`config.mk`:
```
export PLATFORM = sky130hd
export DESIGN_NAME = ipm_red_decode_check
export DESIGN_NICKNAME = d
export VERILOG_FILES = /design/src/rtl/ipm_red_pkg.sv /design/src/rtl/gf256_mult.sv /design/src/rtl/ipm_red_decode_check.sv
export SDC_FILE = /design/constraint.sdc
export NUM_CORES = 1
export LEC_CHECK = 0
export ABC_AREA = 1
export ABC_CLOCK_PERIOD_IN_PS = 3700
export CORE_UTILIZATION = 45
export CTS_CLUSTER_SIZE = 28
export DETAILED_ROUTE_END_ITERATION = 7
export PLACE_DENSITY = 0.65
export SYNTH_ARGS = -nofsm -noshare
export SYNTH_HDL_FRONTEND = slang
export SYNTH_SLANG_ARGS = --single-unit
```
`constraint.sdc`:
```
create_clock -name clk -period 3.7 [get_ports clk]
set_input_delay 0.74 -clock clk [delete_from_list [all_inputs] [get_ports clk]]
set_output_delay 0.74 -clock clk [all_outputs]
set_load 0.005 [all_outputs]
```
`src/rtl/ipm_red_pkg.sv`:
```
// ipm_red_pkg: shared constants and FSM state type for the IPM-RED blocks
package ipm_red_pkg;
  localparam int BYTE_W = 8;
  localparam logic [BYTE_W-1:0] GF_POLY = 8'h1B;
  typedef enum logic [1:0] {IDLE, ACC, DONE} state_t;
endpackage

```
`src/rtl/gf256_mult.sv`:
```
// gf256_mult: combinational GF(2^8) multiply modulo x^8+x^4+x^3+x+1
module gf256_mult
  import ipm_red_pkg::*;
(
  input  logic [BYTE_W-1:0] a,
  input  logic [BYTE_W-1:0] b,
  output logic [BYTE_W-1:0] p
);
  logic [BYTE_W-1:0] t;
  always_comb begin
    p = '0;
    t = a;
    for (int i = 0; i < BYTE_W; i++) begin
      p = b[i] ? p ^ t : p;
      t = {t[BYTE_W-2:0], 1'b0} ^ (t[BYTE_W-1] ? GF_POLY : '0);
    end
  end
endmodule

```
`src/rtl/ipm_red_decode_check.sv`:
```
// ipm_red_decode_check: serial IPM-RED unmasking (x = <L1,P>) with redundancy check against <L2,P>
module ipm_red_decode_check
  import ipm_red_pkg::*;
#(
  parameter int V = 8
) (
  input  logic                  clk,
  input  logic                  rst,
  input  logic                  in_valid,
  output logic                  in_ready,
  input  logic [V*BYTE_W-1:0]   P,
  input  logic [V*BYTE_W-1:0]   L1,
  input  logic [V*BYTE_W-1:0]   L2,
  output logic                  out_valid,
  input  logic                  out_ready,
  output logic [BYTE_W-1:0]     x,
  output logic                  fault,
  output logic                  busy
);
  localparam int IW = $clog2(V);
  localparam logic [IW-1:0] LAST = IW'(V - 1);
  state_t state;
  logic [V*BYTE_W-1:0] p_r, l1_r, l2_r;
  logic [BYTE_W-1:0] acc1, acc2, prod1, prod2, acc1_n, acc2_n;
  logic [IW-1:0] idx;
  // captured vectors shift down one byte per cycle so the multipliers always see byte 0
  gf256_mult m1 (.a(l1_r[BYTE_W-1:0]), .b(p_r[BYTE_W-1:0]), .p(prod1));
  gf256_mult m2 (.a(l2_r[BYTE_W-1:0]), .b(p_r[BYTE_W-1:0]), .p(prod2));
  assign acc1_n = acc1 ^ prod1;
  assign acc2_n = acc2 ^ prod2;
  always_ff @(posedge clk) begin
    if (rst) begin
      state     <= IDLE;
      in_ready  <= 1'b1;
      out_valid <= 1'b0;
      busy      <= 1'b0;
      x         <= '0;
      fault     <= 1'b0;
      acc1      <= '0;
      acc2      <= '0;
      idx       <= '0;
      p_r       <= '0;
      l1_r      <= '0;
      l2_r      <= '0;
    end else begin
      case (state)
        IDLE: if (in_valid) begin
          p_r      <= P;
          l1_r     <= L1;
          l2_r     <= L2;
          acc1     <= '0;
          acc2     <= '0;
          idx      <= '0;
          in_ready <= 1'b0;
          busy     <= 1'b1;
          state    <= ACC;
        end
        ACC: begin
          acc1 <= acc1_n;
          acc2 <= acc2_n;
          p_r  <= p_r >> BYTE_W;
          l1_r <= l1_r >> BYTE_W;
          l2_r <= l2_r >> BYTE_W;
          idx  <= (idx == LAST) ? '0 : idx + 1'b1;
          if (idx == LAST) begin
            x         <= acc1_n;
            fault     <= acc1_n != acc2_n;
            out_valid <= 1'b1;
            state     <= DONE;
          end
        end
        DONE: if (out_ready) begin
          out_valid <= 1'b0;
          in_ready  <= 1'b1;
          busy      <= 1'b0;
          state     <= IDLE;
        end
        default: state <= IDLE;
      endcase
    end
  end
endmodule

```
==> metrics.md <==
| Metric | Value |
|---|---|
| Slew Limit Fails | 0 |
| Comb pwr share | 0.265 |
| DR iter-0 viols | between 1000 and 1500 |
| Fill count | between 2000 and 3000 |
| Critical path endpoint category | flop |
| Fin. Hold Viols | 0 |
| Post-synthesis cell type count | 29 |
| Fmax | ~380 MHz |
| Max incr delay on CP | about 0.53 ns |
| Skew final | ~0.018 ns |
| Post-Synthesis Cells | roughly 2200 |
| Pre-Repair DR Iteration Count | 5 |
| Layout Area Growth over Synthesis | 24.95% |
| Largest net degree at the start of global routing | 169 |
| CTS Sinks | approximately 230 |
| Core area | 0.02809 mm2 |
| Tmin final | ~2.6 ns |
| Worst vdd rail ir drop | 0.3176 mV |
| Hold Path Class | reg2reg |
| Synth Net Count | ~2400 |
| Period utilization | 0.7152 |
| CP dominant cell by count | nand2_1 |
| CTS buffer count | 27 |
| Worst setup SP type | flop |
| Cell Count, Final, Fillers Out | roughly 2700 |
| Crit Path Class | reg2reg |
| Pint | 0.005134 W |
| WL final | ~40000 um |
| Switch Pwr | ~0.0025 W |
| Most common flop cell mapped by yosys | dfxtp_1 |
| Max_slew headroom | 0.4611 |
| FP Rows | between 60 and 70 |
| Status | finished, final reports clean |
| Worst path cell trace | inv_1 -> nand2_1 -> nand3_1 -> nand2_2 -> nand2_1 -> xor2_1 -> xor2_1 -> nand2_1 -> nand2_1 -> nand2_1 -> nand2_1 -> inv_1 -> nand2_1 -> nand2_1 -> nor2_1 -> nor2_1 |
| Worst Path Max Fanout | 11 |
| Static leakage | 6.754 nW |
| Synth cell count leaders | nand2_1, nor2_1, a21oi_1, dfxtp_1, o21ai_0 |
| Hold buffers post-CTS | 0 |
| Vias | 13870 |
| Avg Vias per Cell | ~5.1 |
| Total Routing Usage GR | 0.2660 |
| Worst-case clock buffer depth | 3 |
| Post-CTS Setup Repair Bufs | 0 |
| Clk slew on worst S/H paths | 0.06 ns |
| Setup TNS | 0 ns |
| H-Tree Depth | 1 |
| Dpl cells | between 2000 and 3000 |
| Top area cells in the synthesized netlist | dfxtp_1, nand2_1, nor2_1 |
| Syn avg cell area | between 5 and 6 um2 |
| Post-route ant nets | 0 |
| WP data required | between 4 and 5 ns |
| Clock Tree Root | clkbuf_16 |
| Cell with the most instances after synthesis | nand2_1 |
| Max-Cap Viols | 0 |
| Share of layout cells above drive strength 1 | 0.05077 |
| Worst skew pair latency | between 0.5 and 0.6 ns |
| Die width | ~170 um |
| Synth Cell Area | between 0.01 and 0.015 mm2 |
| Die ar. | 0.02962 mm2 |
| Initial antenna violation count | 5 |
| Gp weighted congestion | about 0.9 |
| Nets | 2503 |
| Post-DP HPWL | about 27000 um |
| Remaining DRCs | 0 |
| RSZ-0062 raised after global routing | false |
| Setup-failing EPs final | 0 |
| GRT Residual Overflow | 0 |
| Power Density | 468.3 mW/mm2 |
| Synth async-reset ratio | 0 |
| Routed WL per cell | around 14 um |
| Sequential Power Share | 0.370 |
| Die Y-Extent | roughly 170 um |
| Io pins | 208 |
| CTS tree | done |
| CP arrival | slightly above 3 ns |
| Flop-to-flop setup slack | 1.05 ns |
| IO Port Bufs | 207 |
| First-pass GRT wire length | ~64000 um |
| Switching Share | 0.3260 |
| Number of global-route vias before repair | roughly 13000 |
| Worst-Margin Slew | between 0.8 and 0.9 ns |
| Post-synthesis register bit count | between 200 and 250 |
| Clock share of power | 0.365 |
| Synth warnings | 0 |
| Leading area contributor after synthesis | dfxtp_1 |
| Seq/Total Area, Yosys | 0.3460 |
| Starting density of the core | 0.4635 |
| EDFF count, synth | 0 |
| Synth top area share | 0.3460 |
| Hold_ws | roughly 0.46 ns |
| Post-CTS resize count | 0 |
| Slowest cell on crit path | dfxtp_1 |
routing by layer:
metal,wire length (um),up-vias,GRT usage
met5,27,-,0
met4,854,4,0.07464
met3,1973,68,0.04486
met2,18820,289,0.4663
met1,17410,6329,0.3335
li1,-,7179,-
stage by stage:
stage	area (um2)	worst slack [ns]	total power (W)	util
floorplan	13020	1.574	0.004203	-
global placement	15310	1.093	0.004836	0.5453
detailed placement	15310	1.107	0.004874	0.5453
CTS	16260	1.063	0.007679	0.5790
global route	16260	0.7233	0.008100	0.5790
finish	16270	1.054	0.007618	0.5792
cell families (layout without fill, tap and decap cells):
group / Yosys count / in the layout / synth area share
DFF: 225 / 225 / 0.3460
adders and majority gates: 2 / 2 / 0.001922
other: 0 / 2 / 0
and+or+nand+nor: 1254 / 1254 / 0.3876
buffers and inverters: 244 / 389 / 0.07410
xor gates and xnor gates: 47 / 47 / 0.03277
AOI/OAI and AO/OA: 407 / 407 / 0.1576
cell usage in the layout, fill, tap and decap left out, drive strengths merged, types with 2 or more instances in the layout:
| cell | n |
|---|---|
| nand3b | 9 |
| o21ai | 171 |
| diode | 2 |
| o211ai | 2 |
| clkdlybuf4s50 | 206 |
| ha | 2 |
| bufinv | 4 |
| nand2 | 724 |
| inv | 115 |
| xor2 | 26 |
| nor2 | 374 |
| dfxtp | 225 |
| or2 | 3 |
| nand3 | 139 |
| a21oi | 230 |
| clkinvlp | 3 |
| xnor2 | 21 |
| clkinv | 3 |
| buf | 22 |
| clkbuf | 36 |
| o21bai | 3 |
| nand4 | 4 |
flip-flops by register name, summed over array words and instances, names as in the netlist:
register	flops
l2_r	64
x	8
p_r	64
in_ready	1
idx	3
fault	1
busy	1
acc1	8
acc2	8
state	2
out_valid	1
l1_r	64
worst max-delay path: cells and delay by family (launching register included):
| kind | cells | cell delay (ns) |
|---|---|---|
| AND/OR/NAND/NOR | 12 | 1.18 |
| XOR/XNOR | 2 | 0.56 |
| flip-flops | 1 | 0.53 |
| buffers and inverters | 2 | 0.26 |
power by group through the flow:
stage | clock network, W | logic [W] | registers [W]
2_1_floorplan | 0 | 0.00143 | 0.00278
3_3_place_gp | 0 | 0.00198 | 0.00286
3_5_place_dp | 0 | 0.00201 | 0.00287
4_1_cts | 0.00285 | 0.00202 | 0.00281
5_1_grt | 0.00296 | 0.00230 | 0.00284
6_report | 0.00278 | 0.00202 | 0.00282
final timing paths:
path | start | end | depth (start not counted)
max reg2reg | l2_r[7] | fault | 16
max | l2_r[7] | fault | 16
min | l1_r[59] | l1_r[59] | 2
min reg2reg | l1_r[59] | l1_r[59] | 2
area by class of cell:
cell class	instances	area (um2)	share of cell area
sequential	225	4504	0.2769
inverter	113	426.7	0.02623
tap	378	473.0	0.02907
timing repair buffer	228	2344	0.1441
multi-input combinational	1710	7567	0.4652
antenna	2	5.005	0.0003077
clock buffer	36	769.5	0.04730
clock inverter	12	177.7	0.01092
No activity file was read; power rests on OpenSTA's default activity.
